$ cat src/rtl/mem_stage_pkg.sv
// Opcodes, FSM encodings and register indices shared by the memory stage
// and anything that talks to it.
package mem_stage_pkg;

    localparam logic [7:0] OPC_ADD  = 8'h01;
    localparam logic [7:0] OPC_LD   = 8'h10;
    localparam logic [7:0] OPC_ST   = 8'h11;
    localparam logic [7:0] OPC_PUSH = 8'h12;
    localparam logic [7:0] OPC_POP  = 8'h13;
    localparam logic [7:0] OPC_JMP  = 8'h20;

    localparam logic [2:0] REG_SP = 3'd7;

    typedef enum logic [1:0] {
        MEM_STATE_IDLE = 2'd0,
        MEM_STATE_REQ  = 2'd1,
        MEM_STATE_WB   = 2'd2
    } mem_state_e;

    typedef struct packed {
        logic [15:0] mem_addr;
        logic [15:0] mem_wdata;
        logic        mem_req;
        logic        mem_we;
        logic        wb_en;
        logic [2:0]  wb_sel;
        logic [15:0] wb_data;
        logic        sp_wb_en;
        logic [15:0] sp_wb_data;
        logic        pc_load;
        logic [15:0] pc_value;
        logic        done;
        logic        bus_error;
    } mem_out_t;

    function automatic logic is_mem_op(input logic [7:0] opc);
        return (opc == OPC_LD) || (opc == OPC_ST) || (opc == OPC_PUSH) || (opc == OPC_POP);
    endfunction

endpackage

$ cat src/rtl/mem_stage.sv
// Memory stage: one instruction in flight, req/ack bus access, register/SP
// writeback and branch redirect. Every output is registered.
module mem_stage
    import mem_stage_pkg::*;
#(
    parameter int unsigned ACK_TIMEOUT = 16,
    parameter logic [2:0]  SP_REG      = REG_SP
) (
    input  logic        clk,
    input  logic        rst,
    input  logic        en,
    input  logic [7:0]  alu_control,
    input  logic [15:0] alu_out,
    input  logic [15:0] st_data,
    input  logic        write_in,
    input  logic        should_branch,
    input  logic [15:0] sp_in,
    input  logic [2:0]  rd_sel,
    output logic [15:0] mem_addr,
    output logic [15:0] mem_wdata,
    output logic        mem_req,
    output logic        mem_we,
    input  logic [15:0] mem_rdata,
    input  logic        mem_ack,
    output logic        wb_en,
    output logic [2:0]  wb_sel,
    output logic [15:0] wb_data,
    output logic        sp_wb_en,
    output logic [15:0] sp_wb_data,
    output logic        pc_load,
    output logic [15:0] pc_value,
    output logic        busy,
    output logic        done,
    output logic        bus_error
);

    localparam logic [15:0] TO_LAST = 16'(ACK_TIMEOUT - 1);

    mem_state_e  state_q, state_d;
    mem_out_t    out_q, out_d;
    logic [15:0] cnt_q, cnt_d;
    logic [7:0]  op_q, op_d;
    logic [2:0]  rd_q, rd_d;
    logic [15:0] sp_q, sp_d;
    logic [15:0] rdata_q, rdata_d;
    logic        accept_mem;
    logic        timeout_hit;

    assign accept_mem  = en && is_mem_op(alu_control) && !alu_out[0];
    // An ack in the expiry cycle is checked first, so it wins over the timeout.
    assign timeout_hit = (ACK_TIMEOUT != 0) && (cnt_q == TO_LAST);

    always_ff @(posedge clk) begin
        if (rst) begin
            state_q <= MEM_STATE_IDLE;
            out_q   <= '0;
            cnt_q   <= '0;
            op_q    <= '0;
            rd_q    <= '0;
            sp_q    <= '0;
            rdata_q <= '0;
        end else begin
            state_q <= state_d;
            out_q   <= out_d;
            cnt_q   <= cnt_d;
            op_q    <= op_d;
            rd_q    <= rd_d;
            sp_q    <= sp_d;
            rdata_q <= rdata_d;
        end
    end

    always_comb begin
        state_d = state_q;
        case (state_q)
            MEM_STATE_IDLE: if (accept_mem) state_d = MEM_STATE_REQ;
            MEM_STATE_REQ: begin
                if (mem_ack)          state_d = MEM_STATE_WB;
                else if (timeout_hit) state_d = MEM_STATE_IDLE;
            end
            MEM_STATE_WB:   state_d = MEM_STATE_IDLE;
            default:        state_d = MEM_STATE_IDLE;
        endcase
    end

    always_comb begin
        out_d           = out_q;
        out_d.wb_en     = 1'b0;
        out_d.sp_wb_en  = 1'b0;
        out_d.pc_load   = 1'b0;
        out_d.done      = 1'b0;
        out_d.bus_error = 1'b0;
        cnt_d   = cnt_q;
        op_d    = op_q;
        rd_d    = rd_q;
        sp_d    = sp_q;
        rdata_d = rdata_q;
        case (state_q)
            MEM_STATE_IDLE: begin
                if (en) begin
                    if (is_mem_op(alu_control)) begin
                        if (alu_out[0]) begin
                            out_d.bus_error = 1'b1;
                            out_d.done      = 1'b1;
                        end else begin
                            out_d.mem_req   = 1'b1;
                            out_d.mem_addr  = alu_out;
                            out_d.mem_we    = (alu_control == OPC_ST) || (alu_control == OPC_PUSH);
                            out_d.mem_wdata = st_data;
                            op_d  = alu_control;
                            rd_d  = rd_sel;
                            sp_d  = sp_in;
                            cnt_d = '0;
                        end
                    end else if (alu_control == OPC_JMP) begin
                        out_d.pc_load  = should_branch;
                        out_d.pc_value = alu_out;
                        out_d.done     = 1'b1;
                    end else begin
                        out_d.wb_en   = write_in;
                        out_d.wb_sel  = rd_sel;
                        out_d.wb_data = alu_out;
                        out_d.done    = 1'b1;
                    end
                end
            end
            MEM_STATE_REQ: begin
                if (mem_ack) begin
                    out_d.mem_req = 1'b0;
                    rdata_d       = mem_rdata;
                end else if (timeout_hit) begin
                    out_d.mem_req   = 1'b0;
                    out_d.bus_error = 1'b1;
                    out_d.done      = 1'b1;
                end else begin
                    cnt_d = cnt_q + 16'd1;
                end
            end
            MEM_STATE_WB: begin
                out_d.done = 1'b1;
                case (op_q)
                    OPC_LD: begin
                        out_d.wb_en   = 1'b1;
                        out_d.wb_sel  = rd_q;
                        out_d.wb_data = rdata_q;
                    end
                    OPC_POP: begin
                        out_d.sp_wb_en   = 1'b1;
                        out_d.sp_wb_data = sp_q;
                        // Popping into SP itself: the SP update owns the register.
                        if (rd_q != SP_REG) begin
                            out_d.wb_en   = 1'b1;
                            out_d.wb_sel  = rd_q;
                            out_d.wb_data = rdata_q;
                        end
                    end
                    OPC_PUSH: begin
                        out_d.sp_wb_en   = 1'b1;
                        out_d.sp_wb_data = sp_q;
                    end
                    default: ;
                endcase
            end
            default: ;
        endcase
    end

    assign mem_addr   = out_q.mem_addr;
    assign mem_wdata  = out_q.mem_wdata;
    assign mem_req    = out_q.mem_req;
    assign mem_we     = out_q.mem_we;
    assign wb_en      = out_q.wb_en;
    assign wb_sel     = out_q.wb_sel;
    assign wb_data    = out_q.wb_data;
    assign sp_wb_en   = out_q.sp_wb_en;
    assign sp_wb_data = out_q.sp_wb_data;
    assign pc_load    = out_q.pc_load;
    assign pc_value   = out_q.pc_value;
    assign done       = out_q.done;
    assign bus_error  = out_q.bus_error;
    assign busy       = (state_q != MEM_STATE_IDLE);

endmodule

$ cat config.mk
export PLATFORM = sky130hd
export DESIGN_NAME = mem_stage
export DESIGN_NICKNAME = d
export VERILOG_FILES = /design/src/rtl/mem_stage_pkg.sv /design/src/rtl/mem_stage.sv
export SDC_FILE = /design/constraint.sdc
export NUM_CORES = 1
export LEC_CHECK = 0
export CAP_MARGIN = 20
export CORE_ASPECT_RATIO = 1.5
export CORE_MARGIN = 1
export CORE_UTILIZATION = 23
export DETAILED_ROUTE_END_ITERATION = 16
export MAX_ROUTING_LAYER = met4
export PLACE_DENSITY = 0.53
export SYNTH_ARGS = -nofsm -noshare
export SYNTH_HDL_FRONTEND = slang
export SYNTH_SLANG_ARGS = --single-unit
$ cat constraint.sdc
create_clock -name clk -period 2.3 [get_ports clk]
set_input_delay 0.345 -clock clk [delete_from_list [all_inputs] [get_ports clk]]
set_output_delay 0.345 -clock clk [all_outputs]
set_load 0.05 [all_outputs]
**Yosys cells after proc, flatten, opt, wreduce, memory -nomap -nowiden**

Index checks and enable logic that the tools add are counted.
W data, S select, Z words.

- Add/subtract/negate cells: 1
- Equality and inequality tests: 23
- Mux-type cells: 30
- Bitwise logic cells: 6
- Reductions and logical operators: 22

Operators by type and width:

| operator | count |
|---|---|
| $mux W16 | 5 |
| $pmux W20 S2 | 2 |
| $mux W20 | 3 |
| $eq A8 B5 Y1 const B | 7 |
| $pmux W16 S2 | 1 |
| $mux W22 | 1 |
| $mux W2 | 9 |
| $mux W17 | 1 |
| $add A16 B1 Y16 const B | 1 |
| $eq A16 B4 Y1 const B | 1 |
| $ne A2 B2 Y1 const B | 8 |
| $reduce_and A6 Y1 | 2 |
| $ne A3 B3 Y1 const B | 3 |
| $eq A8 B6 Y1 const B | 1 |
| $reduce_and A4 Y1 | 2 |
| $not A1 Y1 | 6 |
| $reduce_and A2 Y1 | 3 |
| $reduce_bool A2 Y1 | 3 |
| $reduce_and A5 Y1 | 1 |
| $reduce_or A5 Y1 | 1 |
| $logic_or A1 B1 Y1 | 4 |
| $mux W1 | 4 |
| $pmux W1 S2 | 2 |
| $pmux W2 S2 | 1 |
| 8 further kinds | 10 |

- Register bits: 150
- Output and inout port bits: 91
- Logic and storage cells: 101

**Depth between registers and ports, before layout**

Gate-level depths: netlist (run 1).

- Depth in word-level cells: 8
- Depth in mapped cells: 7

**Worst setup path before layout (run 1)**

OpenSTA, ideal clock, no wires.

- Path type: register to register
- Start: reg op_q[3]
- End: reg out_q (netlist bit sp_wb_data[10])
- Setup time: 132 ps
- Arrival time: 1600 ps
- Data required time: 2168 ps
- Setup slack: 568 ps
- Cell stages (with the launch flop): 8
- Path buffers: 2
- Cell sequence: dfxtp_1 -> or4b_4 -> nor4b_4 -> buf_6 -> nand2_4 -> buf_2 -> nand2_1 -> a21oi_1

- Word-level cells in the longest chain between the ends: 3
- Elaborated cells between the ends (all ways): 4
- Classes of those cells: eq/ne: 2; reduce/logical: 2

RTL lines:

| what | line | RTL |
|---|---|---|
| start, declared | mem_stage.sv:42 | `logic [7:0] op_q, op_d;` |
| start signal, assigned | mem_stage.sv:66 | `op_q <= op_d;` |
| $eq A8 B5 Y1 | mem_stage.sv:141 | `case (op_q)` |
| $reduce_or A2 Y1 (no line) (*) | -- |  |
| $reduce_and A2 Y1 (no line) (*) | -- |  |
| end signal, assigned | mem_stage.sv:64 | `out_q <= out_d;` |
| end, declared | mem_stage.sv:40 | `mem_out_t out_q, out_d;` |

Every way passes the cells marked *; elsewhere a longest branch is shown, timed or not.
A chain may end at the register's enable or synchronous reset.

**Worst setup path in the final report (run 1)**

- Start: reg cnt_q[0]
- End: reg out_q (netlist bit mem_req)

- Word-level cells in the longest chain between the ends: 3

RTL lines:

| what | line | RTL |
|---|---|---|
| start, declared | mem_stage.sv:41 | `logic [15:0] cnt_q, cnt_d;` |
| start signal, assigned | mem_stage.sv:65 | `cnt_q <= cnt_d;` |
| $eq A16 B4 Y1 | mem_stage.sv:51 | `assign timeout_hit = (ACK_TIMEOUT != 0) && (cnt_q == TO_LAST);` |
| $ne A3 B3 Y1 (no line) | -- |  |
| $reduce_and A5 Y1 (no line) | -- |  |

No other way between the ends.

==> results of run 1 <==
-- layer usage --
layer | vias to the layer above | wire, µm | global-route usage, % | share of wire, %
met2 | 123 | 9731 | 26.67 | 53
met5 | - | 0 | - | 0
met4 | 0 | 287 | 5.664 | 1.6
met1 | 2527 | 7596 | 16.82 | 41
li1 | 2698 | - | - | -
met3 | 19 | 712 | 3.514 | 3.9
-- sequential cells by signal (all words and copies together) (netlist names) --
register,flops
bus_error,1
cnt_q,16
done,1
mem_addr,15
mem_req,1
mem_wdata,16
mem_we,1
op_q,8
pc_load,1
pc_value,16
rd_q,3
rdata_q,16
sp_q,16
sp_wb_data,16
sp_wb_en,1
state_q,2
wb_data,16
wb_en,1
wb_sel,3
-- worst paths after layout --
check | from | end | slack (ps)
setup reg to reg | cnt_q[0]$_SDFFE_PP0P_ | mem_req$_SDFFE_PP0P_ | 260
setup / recovery | cnt_q[0]$_SDFFE_PP0P_ | mem_req$_SDFFE_PP0P_ | 260
hold / removal | rst | rd_q[2]$_SDFFE_PP0P_ | 350
hold reg to reg | pc_value[9]$_SDFFE_PP0P_ | pc_value[9]$_SDFFE_PP0P_ | 450
-- worst max-delay path, cell delays in order (launching register included) --
cell	delay, ps
dfxtp_1	390
ha_1	220
nor4bb_1	400
nand4_2	340
nand2_1	240
a41oi_1	130
a211oi_1	240
-- through the flow --
stage	hold WS [ps]	total power (W)	TNS, ps	instance area [µm²]
3_3_place_gp	438.1	0.003136	0	7915
3_5_place_dp	445.3	0.003135	-710.1	7915
2_1_floorplan	432.2	0.002872	0	5752
4_1_cts	331.3	0.006444	0	8611
5_1_grt	362.6	0.006573	0	8616
6_report	351.0	0.006346	0	8616
-- synthesized netlist by cell type, types with 2 or more instances --
cell	instances	area, µm²
buf_2	12	60.06
nor3_1	5	25.02
nand2_1	216	810.8
mux2i_1	4	40.04
or3_1	5	31.28
buf_6	5	56.30
clkbuf_1	29	108.9
a22oi_1	18	135.1
xor2_1	7	61.31
dfxtp_1	150	3003
nand3_1	26	130.1
o211ai_1	4	30.03
o31ai_1	3	22.52
nor2b_1	2	12.51
nor2_1	23	86.33
nand4_1	4	25.02
inv_1	4	15.01
and3_1	11	68.82
a21oi_1	127	635.6
and2_1	2	12.51
o2111ai_1	4	35.03
-- area by class of cell --
cell class / instances / area (µm²)
Clock inverter: 13 / 242.7
Clock buffer: 19 / 452.9
Antenna cell: 1 / 2.502
Fill cell: 2561 / 15820
Multi-Input combinational cell: 494 / 2502
Tap cell: 324 / 405.4
Timing Repair Buffer: 197 / 1992
Inverter: 4 / 15.01
Sequential cell: 150 / 3003
-- repair_timing --
| action | in CTS | in global routing |
|---|---|---|
| gates resized for setup | 0 | 1 |
| setup endpoints to repair | 0 | 1 |
| setup buffers | 0 | 0 |
-- report_power, final --
group	internal [W]	switching, W
Clock	0.00211	0.00116
Sequential	0.00262	0.0000123
Combinational	0.000212	0.000230
Total	0.00495	0.00140
-- kinds of logic after synthesis --
logic type               count (synthesis)  synth area share (%)
flip-flops                             150                 52.21
adder cells (fa/ha/maj)                  1                0.2175
multiplexers                             4                0.6961
XOR/XNOR                                 8                 1.218
AND/OR/NAND/NOR                        314                 24.86
AO/OA/AOI/OAI                          166                 16.42
buffers and inverters                   51                 4.307
other                                    1               0.06520
==> flow_metrics.env, run 1 <==
export IMPL_outcome="completed"
export IMPL_drcViolationCount=0
export IMPL_yosys_warnings=0
export IMPL_finalSetupViolCount=0
export IMPL_cts_sinks=150
export IMPL_drt_initial_drc_count=279
export IMPL_cap_viol_max_count=0
export IMPL_layout_drive_gt1_share_pct=8.210
export IMPL_vias=5367
export IMPL_core_area_um2=24440
export IMPL_netlist_area_um2=5752
export IMPL_maxSlewHeadroom_pct=60.80
export IMPL_cts_hold_buf=0
export IMPL_hold_path_class="in -> reg"
export IMPL_place_ws_ps=-33.70
export IMPL_grt_use_total_pct=15.27
export IMPL_fin_util_pct=35.26
export IMPL_routedWlPerCell_um=15.25
export IMPL_syn_avg_cell_area_um2=8.276
export IMPL_ioPinCount=172
export IMPL_fp_dieH_um=195.7
export IMPL_synth_flop_cell="dfxtp_1"
export IMPL_synth_seq_cells=150
export IMPL_grt_pass1_vias=5399
export IMPL_clockBufferDepth=2
export IMPL_final_nets=946
export IMPL_initial_utilization_pct=23.54
export IMPL_fmax_mhz=490.4
export IMPL_cts_tree="yes"
export IMPL_arrival_ps=2370
export IMPL_r2r_cells=6
export IMPL_synthArstFlopShare_pct=0
export IMPL_cp_start_kind="flop"
export IMPL_final_cell_mix="216 x nand2_1, 168 x clkdlybuf4s50_1, 150 x dfxtp_1"
export IMPL_yosysUniqueCellTypes=55
export IMPL_hold_depth=2
export IMPL_grt_pass1_wl_um=29590
export IMPL_dr_pass1_iters=4
export IMPL_hold_viol_final=0
export IMPL_place_inst=1169
export IMPL_cts_made_buffers=17
export IMPL_syn_to_final_growth_pct=49.79
export IMPL_htreeDepth=4
export IMPL_clkTransAtPathRegs_ps=60
export IMPL_critPathKind="reg -> reg"
export IMPL_yosysSeqAreaShare_pct=52.21
export IMPL_power_density_nw_per_um2=736.6
export IMPL_required_ps=2630
export IMPL_antenna_found_initial=1
export IMPL_final_antenna_net_count=0
export IMPL_crit_fanout=10
export IMPL_min_period_ps=2039
export IMPL_final_common_cell="nand2_1"
export IMPL_rows=70
export IMPL_cp_end_kind="flop"
export IMPL_routed_wirelength_um=18330
export IMPL_synth_edf_count=0
export IMPL_fin_skew_ps=10.76
export IMPL_syn_nets=777
export IMPL_grt_max_degree=78
export IMPL_gr_total_overflow=0
export IMPL_dieArea_um2=25660
export IMPL_p_leak_nw=2.971
export IMPL_ir_drop_uv=513.3
export IMPL_min_period_over_period_pct=88.66
export IMPL_die_width_um=131.1
export IMPL_cts_root_buf="clkbuf_16"
export IMPL_synth_cells=695
export IMPL_place_hpwl_um=12720
export IMPL_worstSkewPairLatency_ps=430
export IMPL_stdcell_count=1202
export IMPL_rsz0062_at_grt="false"
export IMPL_port_buffer_count=170
export IMPL_setup_ws_ps=260.7
export IMPL_vias_per_cell=4.465
export IMPL_tightest_slew_ps=586.2
export IMPL_final_max_slew_viol_count=0
export IMPL_place_gp_congestion=0.7902
No activity file was read; power rests on OpenSTA's default activity.
==> run 2: changes to the inputs <==
--- a/config.mk
+++ b/config.mk
@@ -5,13 +5,13 @@
 export SDC_FILE = /design/constraint.sdc
 export NUM_CORES = 1
 export LEC_CHECK = 0
-export CAP_MARGIN = 20
+export ABC_AREA = 1
 export CORE_ASPECT_RATIO = 1.5
 export CORE_MARGIN = 1
 export CORE_UTILIZATION = 23
 export DETAILED_ROUTE_END_ITERATION = 16
 export MAX_ROUTING_LAYER = met4
-export PLACE_DENSITY = 0.53
+export PLACE_DENSITY = 0.52
 export SYNTH_ARGS = -nofsm -noshare
 export SYNTH_HDL_FRONTEND = slang
 export SYNTH_SLANG_ARGS = --single-unit
==> flow_metrics.env, run 2 <==
export IMPL_vias=6201
export IMPL_vias_per_cell=4.324
export IMPL_clkTransAtPathRegs_ps=60
export IMPL_cts_setup_buffers=0
export IMPL_initial_utilization_pct=23.53
export IMPL_fmax_mhz=493.0
export IMPL_ioPinCount=172
export IMPL_netlist_area_um2=6624
export IMPL_n_fill_cell=3037
export IMPL_grt_use_total_pct=14.95
export IMPL_diodes=0
export IMPL_crit_buf_inv=1
export IMPL_cts_sinks=150
export IMPL_fin_util_pct=32.84
export IMPL_crit_chain="clkdlybuf4s50_1"
export IMPL_cts_made_buffers=17
export IMPL_core_area_um2=28150
export IMPL_grt_pass1_wl_um=32860
export IMPL_critPathSlowestCell="clkdlybuf4s50_1"
export IMPL_fin_skew_ps=6.835
export IMPL_cp_top_family="buffers and inverters"
export IMPL_multiInputGateArea_um2=3126
export IMPL_place_gp_congestion=0.8022
export IMPL_htreeDepth=4
export IMPL_final_cell_mix="220 x nor2_1, 168 x clkdlybuf4s50_1, 155 x nand2_1"
export IMPL_synth_top_cell_by_area="dfxtp_1"
export IMPL_antenna_found_initial=0
export IMPL_p_leak_nw=3.529
export IMPL_die_width_um=140.6
export IMPL_drcViolationCount=0
export IMPL_worstSkewPairLatency_ps=420
export IMPL_hold_viol_final=0
export IMPL_min_period_over_period_pct=88.19
export IMPL_synth_seq_cells=150
export IMPL_synth_top_area_share_pct=45.33
export IMPL_grt_pass1_vias=5974
export IMPL_synthArstFlopShare_pct=0
export IMPL_synth_edf_count=0
export IMPL_dr_pass1_iters=4
export IMPL_power_density_nw_per_um2=655.9
export IMPL_min_period_ps=2028
export IMPL_place_inst=1402
export IMPL_stdcell_count=1434
export IMPL_routed_wirelength_um=20770
export IMPL_rsz0062_at_grt="false"
export IMPL_routedWlPerCell_um=14.48
export IMPL_arrival_ps=1680
export IMPL_syn_to_final_growth_pct=39.57
export IMPL_layout_drive_gt1_share_pct=9.743
export IMPL_cts_root_buf="clkbuf_16"
export IMPL_place_hpwl_um=15510
export IMPL_netlist_top_cells_count="220 x nor2_1, 155 x nand2_1, 150 x dfxtp_1"
export IMPL_outcome="completed"
export IMPL_syn_avg_cell_area_um2=7.231
export IMPL_yosysSeqAreaShare_pct=45.33
export IMPL_tns_ps=0
export IMPL_finalSetupViolCount=0
export IMPL_synth_flop_cell="dfxtp_1"
export IMPL_tightest_slew_ps=712.3
export IMPL_cp_end_kind="output port"
export IMPL_port_buffer_count=170
export IMPL_final_common_cell="nor2_1"
export IMPL_cp_start_kind="flop"
export IMPL_grt_max_degree=59
export IMPL_cap_viol_max_count=0
export IMPL_maxSlewHeadroom_pct=52.51
export IMPL_final_max_slew_viol_count=0
export IMPL_seq_area_um2=3003
export IMPL_cts_tree="yes"
export IMPL_r2r_slack_ps=400
export IMPL_required_ps=1960
export IMPL_ctsResizeCount=0
export IMPL_slowest_delay_ps=840
export IMPL_syn_nets=998
export IMPL_rows=75
export IMPL_final_nets=1157
export IMPL_yosys_warnings=0
export IMPL_critPathKind="reg -> out"
export IMPL_hold_path_class="in -> reg"
export IMPL_crit_fanout=2
export IMPL_final_antenna_net_count=0
export IMPL_synth_most_common_cell="nor2_1"
export IMPL_drt_initial_drc_count=297
export IMPL_yosysUniqueCellTypes=36
export IMPL_netlist_top_cells_area="dfxtp_1 45%, nor2_1 12%, nand2_1 8.8%, o21ai_0 5.4%, nand3_1 5.1%"
export IMPL_fp_dieH_um=209.8
export IMPL_cts_hold_buf=0
export IMPL_synth_cells=916
export IMPL_gr_total_overflow=0
export IMPL_dieArea_um2=29500
export IMPL_clockBufferDepth=2
export IMPL_ir_drop_uv=336.2
## run 2: changes by cell type after synthesis, moves of 9 or more
cell	before	now
a22oi_1	18	0
nand3_1	26	67
buf_4	1	11
nand4_1	4	13
a21oi_1	127	65
inv_1	4	44
o21ai_0	1	71
nand2_1	216	155
and3_1	11	0
nor2_1	23	220
nand3_2	0	13
## run 2: layer usage
metal | vias up | GRT usage [%] | part of all wire, %
li1 | 3277 | - | -
met2 | 120 | 25.55 | 51
met3 | 25 | 2.783 | 2.9
met5 | - | - | 0
met4 | 0 | 6.822 | 2.6
met1 | 2779 | 16.86 | 44
## run 2: final cells by class
type	instances	area share, %
inverter	52	2.111
timing repair buffer	191	20.30
tap	346	4.683
clock buffer	24	5.319
multi-input combinational	663	33.81
clock inverter	8	1.299
sequential	150	32.48
## run 2: final timing paths
path                                 from                 endpoint  cells after the start
setup / recovery  wb_data[0]$_SDFFE_PP0P_               wb_data[0]                      1
hold / removal                        rst      sp_wb_en$_SDFF_PP0_                      2
setup reg to reg    cnt_q[0]$_SDFFE_PP0P_    cnt_q[1]$_SDFFE_PP0P_                      8
hold reg to reg   rdata_q[3]$_SDFFE_PP0P_  rdata_q[3]$_SDFFE_PP0P_                      2
## run 2: logic make-up after synthesis
| kind of cell | Yosys count | share of synthesized area, % |
|---|---|---|
| AO/OA/AOI/OAI | 149 | 12.15 |
| buffers and inverters | 103 | 7.480 |
| XOR/XNOR | 2 | 0.2645 |
| AND/OR/NAND/NOR | 510 | 34.53 |
| adder cells (fa/ha/maj) | 1 | 0.1889 |
| other | 1 | 0.05661 |
| flip-flops | 150 | 45.33 |
## run 2: through the flow
step | setup slack [ps] | hold WS [ps] | power [W] | area [µm²]
after floorplan | 788.7 | 438.5 | 0.002959 | 6624
after global placement | 154.7 | 446.3 | 0.003223 | 8633
after detailed placement | 154.2 | 453.5 | 0.003222 | 8633
after CTS | 240.1 | 179.9 | 0.006145 | 9245
after global routing | 118.0 | 183.4 | 0.006293 | 9245
final | 271.6 | 197.8 | 0.006064 | 9245
## run 2: where the power goes
group	total, W	switching, W	internal [W]
registers	0.00265	0.0000207	0.00263
logic	0.000515	0.000287	0.000228
clock network	0.00290	0.00108	0.00182
==> edit: new RTL, flow settings as in run 1 <==
Take the reset off `op_q`, `sp_q` and `rdata_q` and load them in a clocked block of their own.
--- a/src/rtl/mem_stage.sv
+++ b/src/rtl/mem_stage.sv
@@ -57,6 +57,3 @@
             cnt_q   <= '0;
-            op_q    <= '0;
             rd_q    <= '0;
-            sp_q    <= '0;
-            rdata_q <= '0;
         end else begin
@@ -65,7 +62,10 @@
             cnt_q   <= cnt_d;
-            op_q    <= op_d;
             rd_q    <= rd_d;
-            sp_q    <= sp_d;
-            rdata_q <= rdata_d;
         end
+    end
+
+    always_ff @(posedge clk) begin
+        op_q    <= op_d;
+        sp_q    <= sp_d;
+        rdata_q <= rdata_d;
     end
Formal check against the unedited RTL: no difference found for any inputs over 4 cycles, from zero or initial values and one cycle with rst high; that may be too few to reach the edited logic, so the function may still have changed.
==> edit against run 1 <==
  * Synthesized area about the same
  * Design area hardly changed
  * Worst setup slack improved by 9.3 ps
  * Routed wire length decreased by 4.1%
  * Sequential cell count unchanged
  * Power is 4.7% lower
  * Critical path depth did not move
  * Sequential power rose by 4%
  * Sequential share of layout area rose by 4.6 points
  * Worst hold slack worse by 74 ps
  * Final cell count is 7.6% lower
  * Combinational power down 5.0%
  * Critical path type unchanged
==> edit: results (changes against run 1) <==
Peak supply drop - 0.4778 mV (-6.9%)
Tot GR Track Use - 14.70% (-0.57 points)
critical path arrival - 2390 ps (+20 ps)
clk_skew - 8.290 ps (-2.470 ps)
syn nets - 676 (-13%)
Slew HR - 31.91% (-29 points)
Compound-Gate Fraction of Synth Area - 17.80% (+1.4 points)
outcome - finished, final reports clean
CP startpoint kind - flop
initial antenna violation count - 0 (-1)
launch point of the worst hold path - rst
pin count of the biggest net entering global routing - 47 (-40%)
Root Buffer Master - clkbuf_16
commonest cells in the netlist - nand2_1 (140), dfxtp_1 (110), a21oi_1 (102)
drt via density - 4.459 (-0.13%)
post-synthesis sequential area ratio - 59.19% (+7.0 points)
Post-Synth XOR/XNOR Area - 0.3047% (-0.91 points)
total wire length - 17.58 mm (-4.1%)
ranking of synthesized cells by area - dfxtp_1 (38%), edfxtp_1 (21%), nand2_1 (9.1%)
# port buffers - 170 (unchanged)
clk buf depth - 2 (unchanged)
Post-Synth Adder-Cell Area - 0.2176% (about the same)
async set-reset flop share out of synthesis - 0% (unchanged)
largest family of logic cells by synthesized area - compound AO/OA/AOI/OAI gates
multiplexer share of the synthesized area - 0.1741% (-0.52 points)
vias in the first global route - 4,845 (-10%)
post-placement cell area - 8011 sq um (+1.2%)
CP max-delay cell - or4_1
library cells used by synthesis - 50 (-9.1%)
CP max FO - 11 (+1)
layout cells sized above 1 - 9.784% (+1.6 points)
Avg Inst Size Synth - 9.679 sq um (+17%)
Static Leak - 2.820 nW (-5.1%)
synth warn - 0 (unchanged)
RD Place Congestion - 0.7549 (-4.5%)
first-pass GRT wire length - 27.14 mm (-8.3%)
n_diodes - 0 (-1)
EDFF count, synth - 40 (+40)
Num CTS Buffers - 17 (unchanged)
nets - 856 (-9.5%)
CP max stage delay - 500 ps (+100 ps)
DR iter-0 viols - 229 (-18%)
Pre-antenna DRT Iters - 4 (unchanged)
top_reg_cell synth - dfxtp_1
Non-Filler Instances - 1,111 (-7.6%)
DP Wirelength - 12.27 mm (-3.6%)
kind of cell adding the most delay to the critical path - simple AND/OR/NAND/NOR gates
==> edit: final timing paths <==
kind	end	slack (ps)	depth (start not counted)
max	cnt_q[14]$_SDFFE_PP0P_	270	6
min	rd_q[0]$_SDFFE_PP0P_	280	2
max reg2reg	cnt_q[14]$_SDFFE_PP0P_	270	6
min reg2reg	pc_value[2]$_SDFFE_PP0P_	450	2
==> edit: per-layer routing <==
metal / wire, microns / global-route usage (%) / up-vias
met1: 7053 / 15.96 / 2347
met5: 0 / - / -
met2: 9247 / 25.04 / 114
li1: - / - / 2469
met4: 400 / 6.428 / 0
met3: 880 / 3.534 / 24
==> edit: cell families (layout without fill, tap and decap cells) <==
group,Yosys count,count (layout)
AO/OA/AOI/OAI,165,165
XOR/XNOR,2,2
adder cells (fa/ha/maj),1,1
buffers and inverters,69,262
flip-flops,150,150
multiplexers,1,1
other,1,1
AND/OR/NAND/NOR,205,205
==> edit: cell type report <==
class / count / area [sq um]
Fill cell: 2496 / 15820
Sequential cell: 150 / 3403
Multi-Input combinational cell: 375 / 2081
Timing Repair Buffer: 206 / 2031
Clock buffer: 20 / 456.7
Tap cell: 324 / 405.4
Clock inverter: 12 / 151.4
Inverter: 24 / 90.09
==> edit: timing repair <==
action | CTS | global route
resized for setup | 1 | 0
endpoints found under the setup margin | 1 | 0
hold endpoints to repair | 0 | 0
==> edit: report_power, final <==
group          switching [mW]  internal, mW  total [mW]  leakage, nW
logic                   0.215         0.205       0.420         1.27
clock network            1.13          1.76        2.89        0.296
registers              0.0117          2.73        2.74         1.25
total                    1.35          4.70        6.05         2.82
==> edit: through the flow <==
stage | setup WS (ps) | TNS (ps) | util [%] | power [mW]
4_1_cts | 240.5 | 0 | 35.27 | 6.148
3_5_place_dp | -149.7 | -2515 | 32.79 | 3.225
2_1_floorplan | 272.8 | 0 | - | 2.972
6_report | 270.1 | 0 | 35.27 | 6.050
3_3_place_gp | -110.3 | -1986 | 32.79 | 3.223
5_1_grt | 95.38 | 0 | 35.27 | 6.263
